$ cat src/rtl/par_mult_responder.sv
// Responder for the parity-protected multiply handshake: checks operand parity and
// returns the signed product. Define PAR_MULT_FAST_EN for a single-cycle multiplier instead of the shift-add engine.
module par_mult_responder #(
    parameter int DATA_W = 16
) (
    input  logic                  clk,
    input  logic                  rst_n,
    input  logic [DATA_W-1:0]     arg_a,
    input  logic                  arg_a_parity,
    input  logic [DATA_W-1:0]     arg_b,
    input  logic                  arg_b_parity,
    input  logic                  req,
    output logic                  ack,
    output logic [2*DATA_W-1:0]   result,
    output logic                  result_parity,
    output logic                  result_rdy,
    output logic                  arg_parity_error
);

    localparam int RES_W = 2 * DATA_W;
    localparam int CNT_W = $clog2(DATA_W) + 1;

    typedef enum logic [1:0] {
        IDLE,
        ACK,
        CALC,
        DONE
    } state_t;

    state_t state, state_n;

    logic [DATA_W-1:0] a_q, b_q;
    logic              err_q;
    logic              sign_q;
    logic [RES_W-1:0]  acc;
    logic [RES_W-1:0]  a_ext, b_ext;
    logic [RES_W-1:0]  prod;

`ifndef PAR_MULT_FAST_EN
    logic [RES_W-1:0]  mcand, mplier;
    logic [CNT_W-1:0]  cnt;
    logic [RES_W-1:0]  a_abs, b_abs;
`endif

    // Magnitudes are taken after sign extension so the most negative operand cannot wrap.
    always_comb begin
        a_ext = {{DATA_W{a_q[DATA_W-1]}}, a_q};
        b_ext = {{DATA_W{b_q[DATA_W-1]}}, b_q};
`ifndef PAR_MULT_FAST_EN
        a_abs = a_q[DATA_W-1] ? (~a_ext + 1'b1) : a_ext;
        b_abs = b_q[DATA_W-1] ? (~b_ext + 1'b1) : b_ext;
`endif
        prod  = sign_q ? (~acc + 1'b1) : acc;
    end

    always_ff @(posedge clk or negedge rst_n) begin
        if (!rst_n) state <= IDLE;
        else        state <= state_n;
    end

    always_comb begin
        state_n = state;
        case (state)
            IDLE: if (req) state_n = ACK;
`ifdef PAR_MULT_FAST_EN
            ACK:  state_n = DONE;
            CALC: state_n = DONE;
`else
            ACK:  state_n = err_q ? DONE : CALC;
            CALC: if (cnt == CNT_W'(DATA_W - 1)) state_n = DONE;
`endif
            DONE: state_n = IDLE;
            default: state_n = IDLE;
        endcase
    end

    always_ff @(posedge clk or negedge rst_n) begin
        if (!rst_n) begin
            ack              <= 1'b0;
            result_rdy       <= 1'b0;
            result           <= '0;
            result_parity    <= 1'b0;
            arg_parity_error <= 1'b0;
            a_q              <= '0;
            b_q              <= '0;
            err_q            <= 1'b0;
            sign_q           <= 1'b0;
            acc              <= '0;
`ifndef PAR_MULT_FAST_EN
            mcand            <= '0;
            mplier           <= '0;
            cnt              <= '0;
`endif
        end else begin
            ack        <= (state == IDLE) && req;
            result_rdy <= (state == DONE);
            case (state)
                IDLE: begin
                    if (req) begin
                        a_q   <= arg_a;
                        b_q   <= arg_b;
                        err_q <= (arg_a_parity ^ (^arg_a)) | (arg_b_parity ^ (^arg_b));
                    end
                end
                ACK: begin
`ifdef PAR_MULT_FAST_EN
                    acc    <= $signed(a_ext) * $signed(b_ext);
                    sign_q <= 1'b0;
`else
                    acc    <= '0;
                    mcand  <= a_abs;
                    mplier <= b_abs;
                    sign_q <= a_q[DATA_W-1] ^ b_q[DATA_W-1];
                    cnt    <= '0;
`endif
                end
`ifndef PAR_MULT_FAST_EN
                CALC: begin
                    if (mplier[0]) acc <= acc + mcand;
                    mcand  <= mcand << 1;
                    mplier <= mplier >> 1;
                    cnt    <= cnt + 1'b1;
                end
`endif
                DONE: begin
                    if (err_q) begin
                        result           <= '0;
                        result_parity    <= 1'b0;
                        arg_parity_error <= 1'b1;
                    end else begin
                        result           <= prod;
                        result_parity    <= ^prod;
                        arg_parity_error <= 1'b0;
                    end
                end
                default: ;
            endcase
        end
    end

endmodule

$ cat config.mk
export PLATFORM = sky130hd
export DESIGN_NAME = par_mult_responder
export DESIGN_NICKNAME = d
export VERILOG_FILES = /design/src/rtl/par_mult_responder.sv
export SDC_FILE = /design/constraint.sdc
export NUM_CORES = 1
export LEC_CHECK = 0
export CAP_MARGIN = 15
export CELL_PAD_IN_SITES_DETAIL_PLACEMENT = 1
export CELL_PAD_IN_SITES_GLOBAL_PLACEMENT = 2
export CORE_ASPECT_RATIO = 0.6
export CORE_UTILIZATION = 38
export DETAILED_ROUTE_END_ITERATION = 12
export PLACE_DENSITY = 0.88
export SETUP_SLACK_MARGIN = 0.05
export SYNTH_ARGS = -nofsm -noshare
export SYNTH_HDL_FRONTEND = slang
export SYNTH_SLANG_ARGS = --single-unit
$ cat constraint.sdc
create_clock -name clk -period 4.2 [get_ports clk]
set_input_delay 0.42 -clock clk [delete_from_list [all_inputs] [get_ports clk]]
set_output_delay 0.42 -clock clk [all_outputs]
set_load 0.005 [all_outputs]
==> impl_metrics.json, run 1 <==
{
  "run_status": "complete, no violations",
  "clk_pin_slew_ns": 0.07,
  "power_mw": 10.3,
  "core-area_mm2": 0.0268,
  "ys_seq_elements": 173,
  "grt_max_degree": 89,
  "cap_violations": 0,
  "cp-start-kind": "register",
  "grt_overflow": 0,
  "antenna_found_initial": 0,
  "synth_edf_count": 0,
  "vdd_drop_max_mv": 0.415,
  "period_minus_slack_ns": 3.60,
  "initialDrtViolationCount": 475,
  "synth_top_cell_by_area": "dfrtp_1",
  "max-slew-margin-rel": 0.319,
  "cts_root_buffer": "clkbuf_16",
  "worst_pin_slew_ns": 1.02,
  "p_per_area_mw_per_mm2": 849,
  "p_leak_nw": 5.21,
  "io_pins": 73,
  "setup_viol": 0,
  "fin_tns_setup_ns": 0,
  "syn_nets": 1214,
  "endpoint_kind": "register",
  "via_per_inst": 5.42,
  "critPathMaxFanout": 7,
  "grt_pass1_wl_um": 48100,
  "routed_wl_um": 29000,
  "cp.required_ns": 4.48,
  "final-hold-violation-count": 0,
  "fin_crit_sh": 0.857,
  "cts_resized": 0,
  "htree_levels": 4,
  "async_flop_share": 1.00,
  "synth_top_area_frac": 0.413,
  "insertion_delay_ns": 0.45,
  "dpl.cell_count": 1521,
  "rsz0062_at_grt": "false",
  "drc": 0,
  "synth_ff_type": "dfrtp_1",
  "netlist_area_mm2": 0.0105,
  "die_x_um": 216,
  "start_util": 0.392,
  "crit_type": "register to register",
  "synth_common_cells": "173 x dfrtp_1, 117 x o21ai_0, 101 x nand2_1",
  "synth_cells": 1135,
  "vias": 8405,
  "syn_to_final_growth_pct": 16.0,
  "yosysMostFrequentCell": "dfrtp_1",
  "cts_setup_buffers": 0,
  "ys_warn_count": 0,
  "dp_hpwl_um": 21200,
  "fin_cells": 1552,
  "dr.pass1.iters": 5,
  "cts_made_buffers": 17,
  "cts_tree": "yes",
  "synth_cell_type_count": 57,
  "post_route_cells_drive_above_1_share": 0.0914,
  "detail-route-antenna-nets": 0,
  "fp-row-count": 46,
  "synthTopCellsByArea": "dfrtp_1 41%, xnor2_1 6.4%, o21ai_0 5.6%",
  "diodes": 0,
  "ys_seq_area_frac": 0.413,
  "grt_usage": 0.218,
  "wl_per_cell_um": 18.7,
  "slew_violations": 0,
  "clkSinkCount": 173,
  "arrival_ns": 3.88,
  "port_buffers": 72,
  "max_freq_mhz": 278,
  "grt_pass1_vias": 8635,
  "holdBufCountCts": 0,
  "globalplace.congestion": 0.841,
  "timing.rr.start": "acc[0]",
  "die_h_um": 131,
  "die_area_mm2": 0.0283,
  "syn_avg_cell_area_um2": 9.23,
  "fin_nets": 1259,
  "clockBufferDepth": 2,
  "clock_skew_ns": 0.00989,
  "crit_start": "acc[0]",
  "worstHoldPathType": "primary input to async pin"
}
sequential cells by signal, summed over array words and instances, names as in the netlist:
signal	cells
a_q	16
acc	32
ack	1
arg_parity_error	1
b_q	16
cnt	5
err_q	1
mcand	32
mplier	32
result	32
result_parity	1
result_rdy	1
sign_q	1
state	2
final timing paths:
| path | to | slack (ns) | cells past startpoint |
|---|---|---|---|
| max reg2reg | acc[20] | 0.60 | 13 |
| max | acc[20] | 0.60 | 13 |
| min in group clk | mplier[31] | 0.50 | 1 |
| min reg2reg | mplier[31] | 0.50 | 1 |
| min | acc[31] | 0.003 | 1 |
| max in group asynchronous | acc[13] | 3.33 | 2 |
worst max-delay path: stages (launching register included):
cell      delay [ns]
dfrtp_1         0.49
ha_1            0.29
inv_1           0.08
fa_1            0.20
nor2b_1         0.06
o21ai_0         0.22
a21oi_1         0.14
o311a_1         0.37
o21ai_0         0.57
a21o_1          0.27
o21ai_0         0.15
a21oi_1         0.22
mux2i_1         0.20
o311ai_0        0.16
final cells by class:
cell class / count / area [µm²]
multi-input combinational: 809 / 5600
fill: 3072 / 14600
inverter: 95 / 357
tap: 360 / 450
clock inverter: 10 / 138
clock buffer: 21 / 460
timing repair buffer: 84 / 825
sequential: 173 / 4330
placed cells by master (no fill, tap or decap), drive strengths merged, types with 33 or more instances in the layout:
cell	count
nor2	46
dfrtp	173
o22ai	33
clkdlybuf4s50	71
xnor2	76
a21oi	58
inv	97
xor2	60
nand3	45
nand2	101
ha	41
o21ai	119
mux2	49
power breakdown:
| part | leakage (nW) | switching, mW | internal [mW] |
|---|---|---|---|
| clock network | 0.290 | 0.692 | 0.964 |
| logic | 2.68 | 3.10 | 2.68 |
| registers | 2.24 | 0.665 | 2.24 |
kinds of logic (layout without fill, tap and decap cells):
family,Yosys count,count (layout),share of synthesized area
AOI/OAI and AO/OA,292,292,0.168
xor gates and xnor gates,139,139,0.120
adders and majority gates,42,42,0.0509
buffers and inverters,153,210,0.0548
DFF,173,173,0.413
muxes,57,57,0.0606
and+or+nand+nor,279,279,0.133
stage by stage:
stage | util | area (µm²) | hold WS [ns] | setup WS, ns
5_1_grt | 0.454 | 12200 | 0.0505 | 0.360
6_report | 0.454 | 12200 | 0.00266 | 0.600
3_5_place_dp | 0.432 | 11600 | 0.493 | 0.697
2_1_floorplan | - | 10500 | 0.124 | 1.13
3_3_place_gp | 0.432 | 11600 | 0.485 | 0.779
4_1_cts | 0.454 | 12200 | 0.0194 | 0.671
per-layer routing:
layer  track usage  wire (µm)
met5             0          0
met2         0.311      12200
met1         0.333      15300
met3        0.0333       1000
met4        0.0696        463
Note: power is estimated with default switching activity, not from simulation.
==> inputs of run 2 (changes only) <==
- ABC_CLOCK_PERIOD_IN_PS: unset -> 4200
- PLACE_DENSITY: 0.88 -> unset
- PLACE_DENSITY_LB_ADDON: unset -> 0.1
==> impl_metrics.json, run 2 (synthesis results as in run 1) <==
{
  "dp_hpwl_um": 22100,
  "fin_crit_sh": 0.845,
  "vias": 8343,
  "crit_type": "register to register",
  "p_per_area_mw_per_mm2": 843,
  "grt_pass1_vias": 8356,
  "antenna_found_initial": 0,
  "wl_per_cell_um": 19.2,
  "run_status": "complete, no violations",
  "r2r_end": "acc[20]",
  "endpoint_kind": "register",
  "dpl.cell_count": 1523,
  "core-area_mm2": 0.0268,
  "die_area_mm2": 0.0283,
  "grt_overflow": 0,
  "critPathMaxFanout": 7,
  "cp-start-kind": "register",
  "timing.rr.start": "acc[0]",
  "io_pins": 73,
  "detail-route-antenna-nets": 0,
  "cap_violations": 0,
  "dr.pass1.iters": 5,
  "final_common_cell": "dfrtp_1",
  "cts_made_buffers": 17,
  "layout_common_cells": "173 x dfrtp_1, 117 x o21ai_0, 101 x nand2_1, 95 x inv_1, 76 x xnor2_1",
  "post_route_cells_drive_above_1_share": 0.0938,
  "cp.required_ns": 4.50,
  "cts_resized": 0,
  "drc": 0,
  "rr_worst_depth": 13,
  "grt_usage": 0.221,
  "globalplace.congestion": 0.845,
  "initialDrtViolationCount": 481,
  "slew_violations": 0,
  "via_per_inst": 5.37,
  "fin_cells": 1554,
  "arrival_ns": 3.85,
  "grt_pass1_wl_um": 48200,
  "grt_max_degree": 97,
  "crit_chain": "ha_1 > inv_1 > fa_1 > nor2b_1 > o21ai_0 > a21oi_1 > o311a_1 > o21ai_0 > a21o_1 > o21ai_0 > a21oi_1 > mux2i_1 > o311ai_0",
  "fp-row-count": 46,
  "final-hold-violation-count": 0,
  "clockBufferDepth": 2,
  "worst-r2r-setup-slack_ns": 0.65,
  "htree_levels": 4,
  "clkSinkCount": 173,
  "cts_root_buffer": "clkbuf_16",
  "endpoint": "acc[20]",
  "fin_tns_setup_ns": 0,
  "clock_skew_ns": 0.0219,
  "setup_viol": 0,
  "port_buffers": 72,
  "rsz0062_at_grt": "false",
  "crit_start": "acc[0]",
  "die_h_um": 131,
  "clk_pin_slew_ns": 0.07,
  "insertion_delay_ns": 0.46,
  "die_x_um": 216,
  "max-slew-margin-rel": 0.368,
  "cts_tree": "yes",
  "slowest_delay_ns": 0.58,
  "holdBufCountCts": 0,
  "routed_wl_um": 29800,
  "worstHoldPathType": "primary input to async pin",
  "vdd_drop_max_mv": 0.521,
  "period_minus_slack_ns": 3.55,
  "syn_to_final_growth_pct": 15.6,
  "cts_setup_buffers": 0,
  "worst_pin_slew_ns": 0.948,
  "start_util": 0.392,
  "fin_nets": 1261,
  "cp_slowest_cell": "o21ai_0",
  "diodes": 0,
  "max_freq_mhz": 282,
  "crit_top_cell": "o21ai_0",
  "p_leak_nw": 5.21
}
-- run 2: cell count changes in the layout (fill, tap and decap cells not counted), sizes merged --
| cell | previous run | this run |
|---|---|---|
| inv | 97 | 96 |
| bufinv | 3 | 1 |
| clkinvlp | 2 | 0 |
| clkinv | 3 | 8 |
| buf | 13 | 15 |
-- run 2: layout make-up --
| class | count | area (µm²) |
|---|---|---|
| fillers | 3052 | 14600 |
| repair buffers | 86 | 827 |
| clock inverters | 10 | 90.1 |
| multi-input cells | 809 | 5600 |
| clock buffers | 21 | 470 |
| well taps | 360 | 450 |
| inverters | 95 | 357 |
| flip-flops and latches | 173 | 4330 |
-- run 2: how the worst min path moves through the flow --
stage | startpoint | end | cells past startpoint
2_1_floorplan | rst_n | a_q[0] | 0
5_1_grt | rst_n | mcand[27] | 1
3_3_place_gp | mplier[31] | mplier[31] | 1
4_1_cts | rst_n | mcand[31] | 1
6_report | rst_n | mcand[30] | 1
3_5_place_dp | mplier[31] | mplier[31] | 1
-- run 2: power by group --
part / switching [mW] / total, mW / internal [mW]
sequential: 0.675 / 2.91 / 2.24
combinational: 3.07 / 5.75 / 2.68
clock: 0.698 / 1.56 / 0.859
-- run 2: worst max-delay path: cells and delay by family (launching register included) --
| family | cells | cell delay [ns] |
|---|---|---|
| flops | 1 | 0.49 |
| buf+inv | 1 | 0.07 |
| simple gates | 1 | 0.05 |
| mux | 1 | 0.21 |
| fa+ha+maj | 2 | 0.47 |
| compound gates | 8 | 2.11 |
-- run 2: per-layer routing --
layer	global-route usage	up-vias	share of wire	wire, µm
li1	-	4031	-	-
met1	0.344	4204	0.55	16500
met2	0.308	86	0.41	12200
met3	0.0380	22	0.025	751
met4	0.0621	0	0.012	354
met5	0	-	0	0
-- run 2: per-stage QoR --
| stage | total power [mW] | hold slack [ns] | cell area, µm² | utilization | setup slack [ns] |
|---|---|---|---|---|---|
| 6_report | 10.2 | 0.0152 | 12100 | 0.453 | 0.651 |
| 5_1_grt | 11.0 | 0.0700 | 12100 | 0.453 | 0.406 |
| 4_1_cts | 10.3 | 0.0619 | 12100 | 0.453 | 0.661 |
| 3_5_place_dp | 8.69 | 0.488 | 11600 | 0.432 | 0.683 |
| 3_3_place_gp | 8.59 | 0.484 | 11600 | 0.432 | 0.800 |
| 2_1_floorplan | 7.01 | 0.124 | 10500 | - | 1.13 |
